### src/rtl/icache_fetch_pkg.sv
// Shared constants, FSM state type and address-split width helpers for the
// direct-mapped instruction cache.
package icache_fetch_pkg;

    localparam logic [31:0] NOP_INSTR = 32'h0000_0013;

    typedef enum logic [1:0] {
        StIdle,
        StRefill,
        StDone
    } fetch_state_e;

    function automatic int unsigned off_bits(input int unsigned words);
        return $clog2(words);
    endfunction

    function automatic int unsigned idx_bits(input int unsigned lines);
        return $clog2(lines);
    endfunction

    function automatic int unsigned tag_bits(input int unsigned addr_w,
                                             input int unsigned lines,
                                             input int unsigned words);
        return addr_w - 2 - $clog2(lines) - $clog2(words);
    endfunction

endpackage

### src/rtl/icache_refill_fsm.sv
// Refill sequencer: latches the missing line, walks its words over the
// req/ack handshake and tells the top when to write data and commit the line.
module icache_refill_fsm
    import icache_fetch_pkg::*;
#(
    parameter int unsigned WORDS  = 4,
    parameter int unsigned ADDR_W = 32
) (
    input  logic                                 clk_i,
    input  logic                                 rst_i,
    input  logic                                 start_i,
    input  logic [ADDR_W-off_bits(WORDS)-3:0]    line_i,
    input  logic                                 flush_i,
    input  logic                                 mem_ack_i,
    output fetch_state_e                         state_o,
    output logic [ADDR_W-off_bits(WORDS)-3:0]    line_o,
    output logic [off_bits(WORDS)-1:0]           word_o,
    output logic                                 wr_en_o,
    output logic                                 fill_o,
    output logic                                 mem_req_o,
    output logic [ADDR_W-1:0]                    mem_addr_o
);

    localparam int unsigned OB = off_bits(WORDS);
    localparam int unsigned LW = ADDR_W - OB - 2;

    fetch_state_e  state_q, state_d;
    logic [OB-1:0] cnt_q, cnt_d;
    logic [LW-1:0] line_q, line_d;
    logic          sticky_q, sticky_d;

    always_ff @(posedge clk_i or posedge rst_i) begin
        if (rst_i) begin
            state_q  <= StIdle;
            cnt_q    <= '0;
            line_q   <= '0;
            sticky_q <= 1'b0;
        end else begin
            state_q  <= state_d;
            cnt_q    <= cnt_d;
            line_q   <= line_d;
            sticky_q <= sticky_d;
        end
    end

    always_comb begin
        state_d   = state_q;
        cnt_d     = cnt_q;
        line_d    = line_q;
        sticky_d  = sticky_q;
        mem_req_o = 1'b0;
        wr_en_o   = 1'b0;
        fill_o    = 1'b0;
        unique case (state_q)
            StIdle: begin
                if (start_i) begin
                    line_d   = line_i;
                    cnt_d    = '0;
                    sticky_d = 1'b0;
                    state_d  = StRefill;
                end
            end
            StRefill: begin
                mem_req_o = 1'b1;
                if (flush_i) begin
                    sticky_d = 1'b1;
                end
                if (mem_ack_i) begin
                    wr_en_o = 1'b1;
                    cnt_d   = cnt_q + 1'b1;
                    if (&cnt_q) begin
                        state_d = StDone;
                    end
                end
            end
            StDone: begin
                // A flush seen anywhere in the burst means the line may be stale.
                fill_o   = ~(sticky_q | flush_i);
                sticky_d = 1'b0;
                state_d  = StIdle;
            end
            default: state_d = StIdle;
        endcase
    end

    assign state_o    = state_q;
    assign line_o     = line_q;
    assign word_o     = cnt_q;
    assign mem_addr_o = (state_q == StRefill) ? {line_q, cnt_q, 2'b00} : '0;

    req_held_until_ack: assert property (
        @(posedge clk_i) disable iff (rst_i)
        (mem_req_o && !mem_ack_i) |=> (mem_req_o && $stable(mem_addr_o))
    );

endmodule

### src/rtl/icache_fetch.sv
// Direct-mapped read-only instruction cache: combinational hit path in front
// of the fetch PC, line refill from backing memory on a miss.
module icache_fetch
    import icache_fetch_pkg::*;
#(
    parameter int unsigned LINES  = 16,
    parameter int unsigned WORDS  = 4,
    parameter int unsigned ADDR_W = 32
) (
    input  logic              clk,
    input  logic              rst,
    input  logic [ADDR_W-1:0] pc,
    input  logic              fetch_en,
    input  logic              flush,
    output logic [31:0]       instr,
    output logic              hit,
    output logic              stall_o,
    output logic              mem_req,
    output logic [ADDR_W-1:0] mem_addr,
    input  logic              mem_ack,
    input  logic [31:0]       mem_rdata
);

    localparam int unsigned OB = off_bits(WORDS);
    localparam int unsigned IB = idx_bits(LINES);
    localparam int unsigned TW = tag_bits(ADDR_W, LINES, WORDS);
    localparam int unsigned LW = TW + IB;

    logic [LINES-1:0] valid_q;
    logic [TW-1:0]    tag_q  [LINES];
    logic [31:0]      data_q [LINES][WORDS];

    logic [LW-1:0]    pc_line;
    logic [IB-1:0]    pc_idx;
    logic [TW-1:0]    pc_tag;
    logic [OB-1:0]    pc_off;
    logic             unused_pc;

    fetch_state_e     state;
    logic [LW-1:0]    fill_line;
    logic [IB-1:0]    fill_idx;
    logic [TW-1:0]    fill_tag;
    logic [OB-1:0]    fill_word;
    logic             wr_en;
    logic             fill;
    logic             start;

    assign pc_line   = pc[ADDR_W-1:OB+2];
    assign pc_idx    = pc_line[IB-1:0];
    assign pc_tag    = pc_line[LW-1:IB];
    assign pc_off    = pc[OB+1:2];
    assign unused_pc = ^pc[1:0];

    assign hit     = (state == StIdle) & fetch_en & valid_q[pc_idx] &
                     (tag_q[pc_idx] == pc_tag);
    assign instr   = hit ? data_q[pc_idx][pc_off] : NOP_INSTR;
    assign stall_o = fetch_en & ~hit;
    assign start   = (state == StIdle) & fetch_en & ~hit & ~flush;

    assign fill_idx = fill_line[IB-1:0];
    assign fill_tag = fill_line[LW-1:IB];

    icache_refill_fsm #(
        .WORDS  (WORDS),
        .ADDR_W (ADDR_W)
    ) u_refill (
        .clk_i      (clk),
        .rst_i      (rst),
        .start_i    (start),
        .line_i     (pc_line),
        .flush_i    (flush),
        .mem_ack_i  (mem_ack),
        .state_o    (state),
        .line_o     (fill_line),
        .word_o     (fill_word),
        .wr_en_o    (wr_en),
        .fill_o     (fill),
        .mem_req_o  (mem_req),
        .mem_addr_o (mem_addr)
    );

    // Flush beats a same-edge line commit so a fence.i is never lost.
    always_ff @(posedge clk or posedge rst) begin
        if (rst) begin
            valid_q <= '0;
        end else if (flush) begin
            valid_q <= '0;
        end else if (fill) begin
            valid_q[fill_idx] <= 1'b1;
        end
    end

    always_ff @(posedge clk) begin
        if (wr_en) begin
            data_q[fill_idx][fill_word] <= mem_rdata;
        end
        if (fill) begin
            tag_q[fill_idx] <= fill_tag;
        end
    end

endmodule

### config.mk
export PLATFORM = sky130hd
export DESIGN_NAME = icache_fetch
export DESIGN_NICKNAME = d
export VERILOG_FILES = /design/src/rtl/icache_fetch_pkg.sv /design/src/rtl/icache_refill_fsm.sv /design/src/rtl/icache_fetch.sv
export SDC_FILE = /design/constraint.sdc
export NUM_CORES = 2
export LEC_CHECK = 0
export ABC_CLOCK_PERIOD_IN_PS = 4900
export CAP_MARGIN = 25
export CORE_ASPECT_RATIO = 1.25
export CORE_MARGIN = 3
export CORE_UTILIZATION = 55
export DETAILED_ROUTE_END_ITERATION = 7
export PLACE_DENSITY = 0.71
export SYNTH_ARGS = -nofsm -noshare
export SYNTH_HDL_FRONTEND = slang
export SYNTH_HIERARCHICAL = 1
export SYNTH_SLANG_ARGS = --single-unit
### constraint.sdc
create_clock -name clk -period 4.9 [get_ports clk]
set_input_delay 0.98 -clock clk [delete_from_list [all_inputs] [get_ports clk]]
set_output_delay 0.98 -clock clk [all_outputs]
set_load 0.01 [all_outputs]
==> flow_results.org <==
** Status
- Run status :: finished with violations
- Failing checks :: negative setup slack

** Floorplan
- Die outline width :: 379 microns
- The floorplan step defined a die boundary enclosing 0.179 sq mm.
- Area of the core :: 0.172 sq mm
- The initialized floorplan defines 170 standard-cell rows.
- For this configuration, the core starts out at a cell density of 0.555.
- The die is 472 microns tall.
- Number of ports placed on the die boundary :: 136

** Global route
- Global routing finished with a remaining overflow of 0.
- For this run, the total global-route usage over all layers was measured as 0.284.
- The number of antenna violations at the first check in global routing was 14.
- Pin count of the biggest net entering global routing :: 66
- The number of global-route vias before repair was 46900.
- The first global-routing pass estimated 352000 microns of wire.

** Critical path
- The signal on the critical path passes through clkdlybuf4s50_1 > xnor2_1 > a22o_1 > nor3b_1 > o2111ai_4 > nor4_2 > buf_4 > nand4_4 > buf_12 > a211oi_1 > buf_4 > clkbuf_2.
- Arrival time of the worst setup path :: 4.07 ns
- Critical path peak fanout :: 8
- Crit Path Class :: primary input to output port
- STA classifies the critical path endpoint as an output port.
- Among all stages on the critical path, the largest delay is contributed by sky130_fd_sc_hd__clkdlybuf4s50_1.
- Startpoint types :: primary input
- Among the stages of the critical path, the cell type that occurs most often is sky130_fd_sc_hd__buf_4.
- Longest individual stage delay on the worst path :: 0.61 ns
- Data required time of the worst path :: 3.92 ns
- Measured in cells, the most critical reg-to-reg path has a length of 14.

** Placed design
- Final GP Congestion :: 0.815
- Detailed placement finished with a half-perimeter wire length of 134000 microns.
- In this run the tool buffered the top-level ports with 131 buffer cells.
- Total placed instance area :: 0.103 sq mm

** Yosys
- Among all flip-flop cells after synthesis, the most frequent one is sky130_fd_sc_hd__edfxtp_1.
- The synthesized design contains 2481 register bits.
- For this run, the register share of the synthesized area comes to 0.778.
- In the post-synthesis netlist, the biggest area contributors are sky130_fd_sc_hd__edfxtp_1 76%, sky130_fd_sc_hd__mux4_2 18%, sky130_fd_sc_hd__dfrtp_1 1.3%.
- Synthesis handed over a netlist of 3905 instances.
- In the synthesized netlist the async set-or-reset flop fraction comes to 0.0198.
- After synthesis, the mean cell area works out to 24.4 sq um.
- Synth Cell Area :: 0.0955 sq mm
- Area share of the leading cell type in the synthesized netlist :: 0.765
- Yosys synthesis warning count :: 6
- The netlist uses 66 different library cells.
- The biggest area contributor in the post-synthesis netlist is sky130_fd_sc_hd__edfxtp_1.
- The synthesized design contains 2432 enable-type register cells.

** Detailed routing
- For this run, the detailed router's first-pass iteration total came to 5.
- The count of nets left with antenna violations once routing finished came out at 0.
- DR iter-0 viols :: 5912
- Total DRC errors in the routed layout :: 0
- Average detailed-routed wire length per instance :: 36.1 microns
- Dividing the detail-routed via count by the number of cells gives 6.66.
- Wirelength, routed :: 248000 microns
- For this block, the via count after detailed routing is 45700.

** Clock network
- The clock net in this run drives a total of 2481 sinks.
- Clock network latency to the later pin of the worst-skew pair :: 0.86 ns
- The tree is rooted in a sky130_fd_sc_hd__clkbuf_16.
- In this run the number of H-tree levels came out at 4.
- Counting the buffers created by CTS gives 224.
- TritonCTS built the clock tree.
- After clock tree synthesis, the clock-pin slew on the worst setup and hold paths is 0.06 ns.
- Post-CTS Hold Fix Bufs :: 0
- Maximum number of buffers from clock root to sink :: 3

** STA
- Across all setup checks in the final design, the least slack found is -0.154 ns.
- Setup skew after layout :: 0.0339 ns
- Hold Slack :: 0.349 ns
- The smallest clock period supported by the final layout is computed as 5.05 ns.
- At the pin with the least slew margin, the transition time is 1.05 ns.
- Setup violations remaining at the end of the flow were counted as 22.
- Worst-case headroom to the max-slew limit :: 0.301
- Share of the cycle needed by the critical path after routing :: 1.03
- Achievable frequency :: 0.198 GHz
- Final slew viol count :: 0
- Setup repair after global routing could not meet its margin everywhere.
- The number of endpoints with negative hold slack in the final report came to 0.

** Cells and area
- Design Area, Final :: 0.111 sq mm
- The area growth from synthesis to layout is 16.7%.
- For this run, the share of the core covered by cells in the final layout is 0.647.
- Number of nets in the finished design :: 4498
- Fraction of layout cells with a size suffix above 1 :: 0.360

** Power and ir drop
- The worst-case IR drop observed on VDD is 0.000432 V.
- Dividing total power by cell area gives a power density of 416 mW/mm^2.
- Overall Power :: 46400 uW
- Standby leakage power :: 0.0354 uW

** Hold path
- Class of the tightest hold or removal check :: primary input to flop
- Worst hold path depth :: 1

** Run
- The tool flagged a number of max-cap violations equal to 0.
==> cells by family after synthesis <==
family	Yosys count	synth area share
xor gates and xnor gates	32	0.00294
and+or+nand+nor	256	0.0134
muxes	852	0.188
AOI/OAI and AO/OA	72	0.00571
adders and majority gates	1	0.000131
DFF	2481	0.778
other	1	0.0000393
buffers and inverters	210	0.0117
==> report_power, final <==
part	switching (uW)	total (uW)	internal [uW]	leakage (uW)
Sequential	647	24900	24300	0.0225
Combinational	2110	3800	1690	0.00928
Clock	7570	17600	10100	0.00363
==> through the flow <==
step | instances | setup WS [ns] | TNS [ns]
final | 6865 | -0.154 | -2.26
after CTS | 6836 | -0.225 | -1.69
after floorplan | 3906 | 0.391 | 0
after detailed placement | 6386 | -0.677 | -16.74
after global routing | 6862 | -0.234 | -4.16
after global placement | 6386 | -0.744 | -16.55
==> synthesized netlist by cell type, types with 10 or more instances <==
| master | n |
|---|---|
| sky130_fd_sc_hd__nand2_1 | 34 |
| sky130_fd_sc_hd__nor2_1 | 111 |
| sky130_fd_sc_hd__clkbuf_1 | 53 |
| sky130_fd_sc_hd__xor2_1 | 10 |
| sky130_fd_sc_hd__edfxtp_1 | 2432 |
| sky130_fd_sc_hd__nor2b_1 | 35 |
| sky130_fd_sc_hd__dfrtp_1 | 49 |
| sky130_fd_sc_hd__buf_2 | 102 |
| sky130_fd_sc_hd__mux2_4 | 20 |
| sky130_fd_sc_hd__and2_1 | 38 |
| sky130_fd_sc_hd__mux4_2 | 746 |
| sky130_fd_sc_hd__mux2_2 | 11 |
| sky130_fd_sc_hd__buf_4 | 10 |
| sky130_fd_sc_hd__a22oi_1 | 12 |
| sky130_fd_sc_hd__xnor2_1 | 22 |
| sky130_fd_sc_hd__a211oi_1 | 10 |
| sky130_fd_sc_hd__buf_6 | 18 |
| sky130_fd_sc_hd__buf_1 | 19 |
| sky130_fd_sc_hd__mux2i_1 | 75 |
==> per-layer routing <==
metal  part of all wire  wire length (microns)  vias to the layer above  global-route usage
met5            0.00010                     25                        -                   0
met4              0.044                  10800                        4               0.120
met3              0.097                  24100                      499              0.0556
met2               0.50                 124000                     2743               0.458
met1               0.36                  88900                    24600               0.385
li1                   -                      -                    17900                   -
==> final timing paths <==
| path | to | start | slack, ns |
|---|---|---|---|
| worst min register to register | valid_q[5] | valid_q[5] | 0.50 |
| max in group asynchronous | u_refill/line_o[5] | rst | 3.93 |
| worst max-delay path | instr[30] | pc[28] | -0.15 |
| worst max register to register | u_refill/line_o[5] | tag_q[11][2] | 1.13 |
| min in group asynchronous | valid_q[8] | rst | 0.54 |
| worst min-delay path | data_q[8][97] | mem_rdata[1] | 0.35 |
==> state kept, by name (all words and copies together) (netlist names) <==
register,flops
tag_q,384
u_refill/state_o,2
data_q,2048
valid_q,16
u_refill/line_o,28
u_refill/word_o,2
u_refill/sticky_q,1
==> what timing repair did <==
action	CTS	global route
gates cloned	10	1
buffers inserted	26	12
setup endpoints to repair	34	34
gates resized for setup	179	58
pin swaps	10	5
==> critical path: cells and delay by family <==
kind	cells	cell delay [ns]
AOI/OAI and AO/OA	3	0.63
buffers and inverters	5	1.31
xor gates and xnor gates	1	0.18
and+or+nand+nor	3	0.94
==> cells in the final DEF, fill, tap and decap left out, drive strengths merged, types with 5 or more instances in the layout <==
cell type and n:
edfxtp 2432, mux4 746, buf 431, clkbuf 296
nor2 111, clkinv 95, mux2i 75, clkdlybuf4s50 59
dfrtp 49, and2 39, nor2b 35, nand2 34
mux2 31, bufinv 25, xnor2 22, a22oi 12
diode 11, xor2 10, a211oi 10, inv 10
nand3 9, a21oi 7, o21ba 6, a22o 6
or2 5
==> cell type report <==
class	instances	area, sq um
flip-flops and latches	2481	74300
fillers	10700	60700
multi-input cells	1215	21000
clock buffers	290	6090
repair buffers	500	5930
well taps	2236	2800
clock inverters	126	1320
diodes	11	27.5
inverters	6	22.5
(Power assumes the default switching activity.)
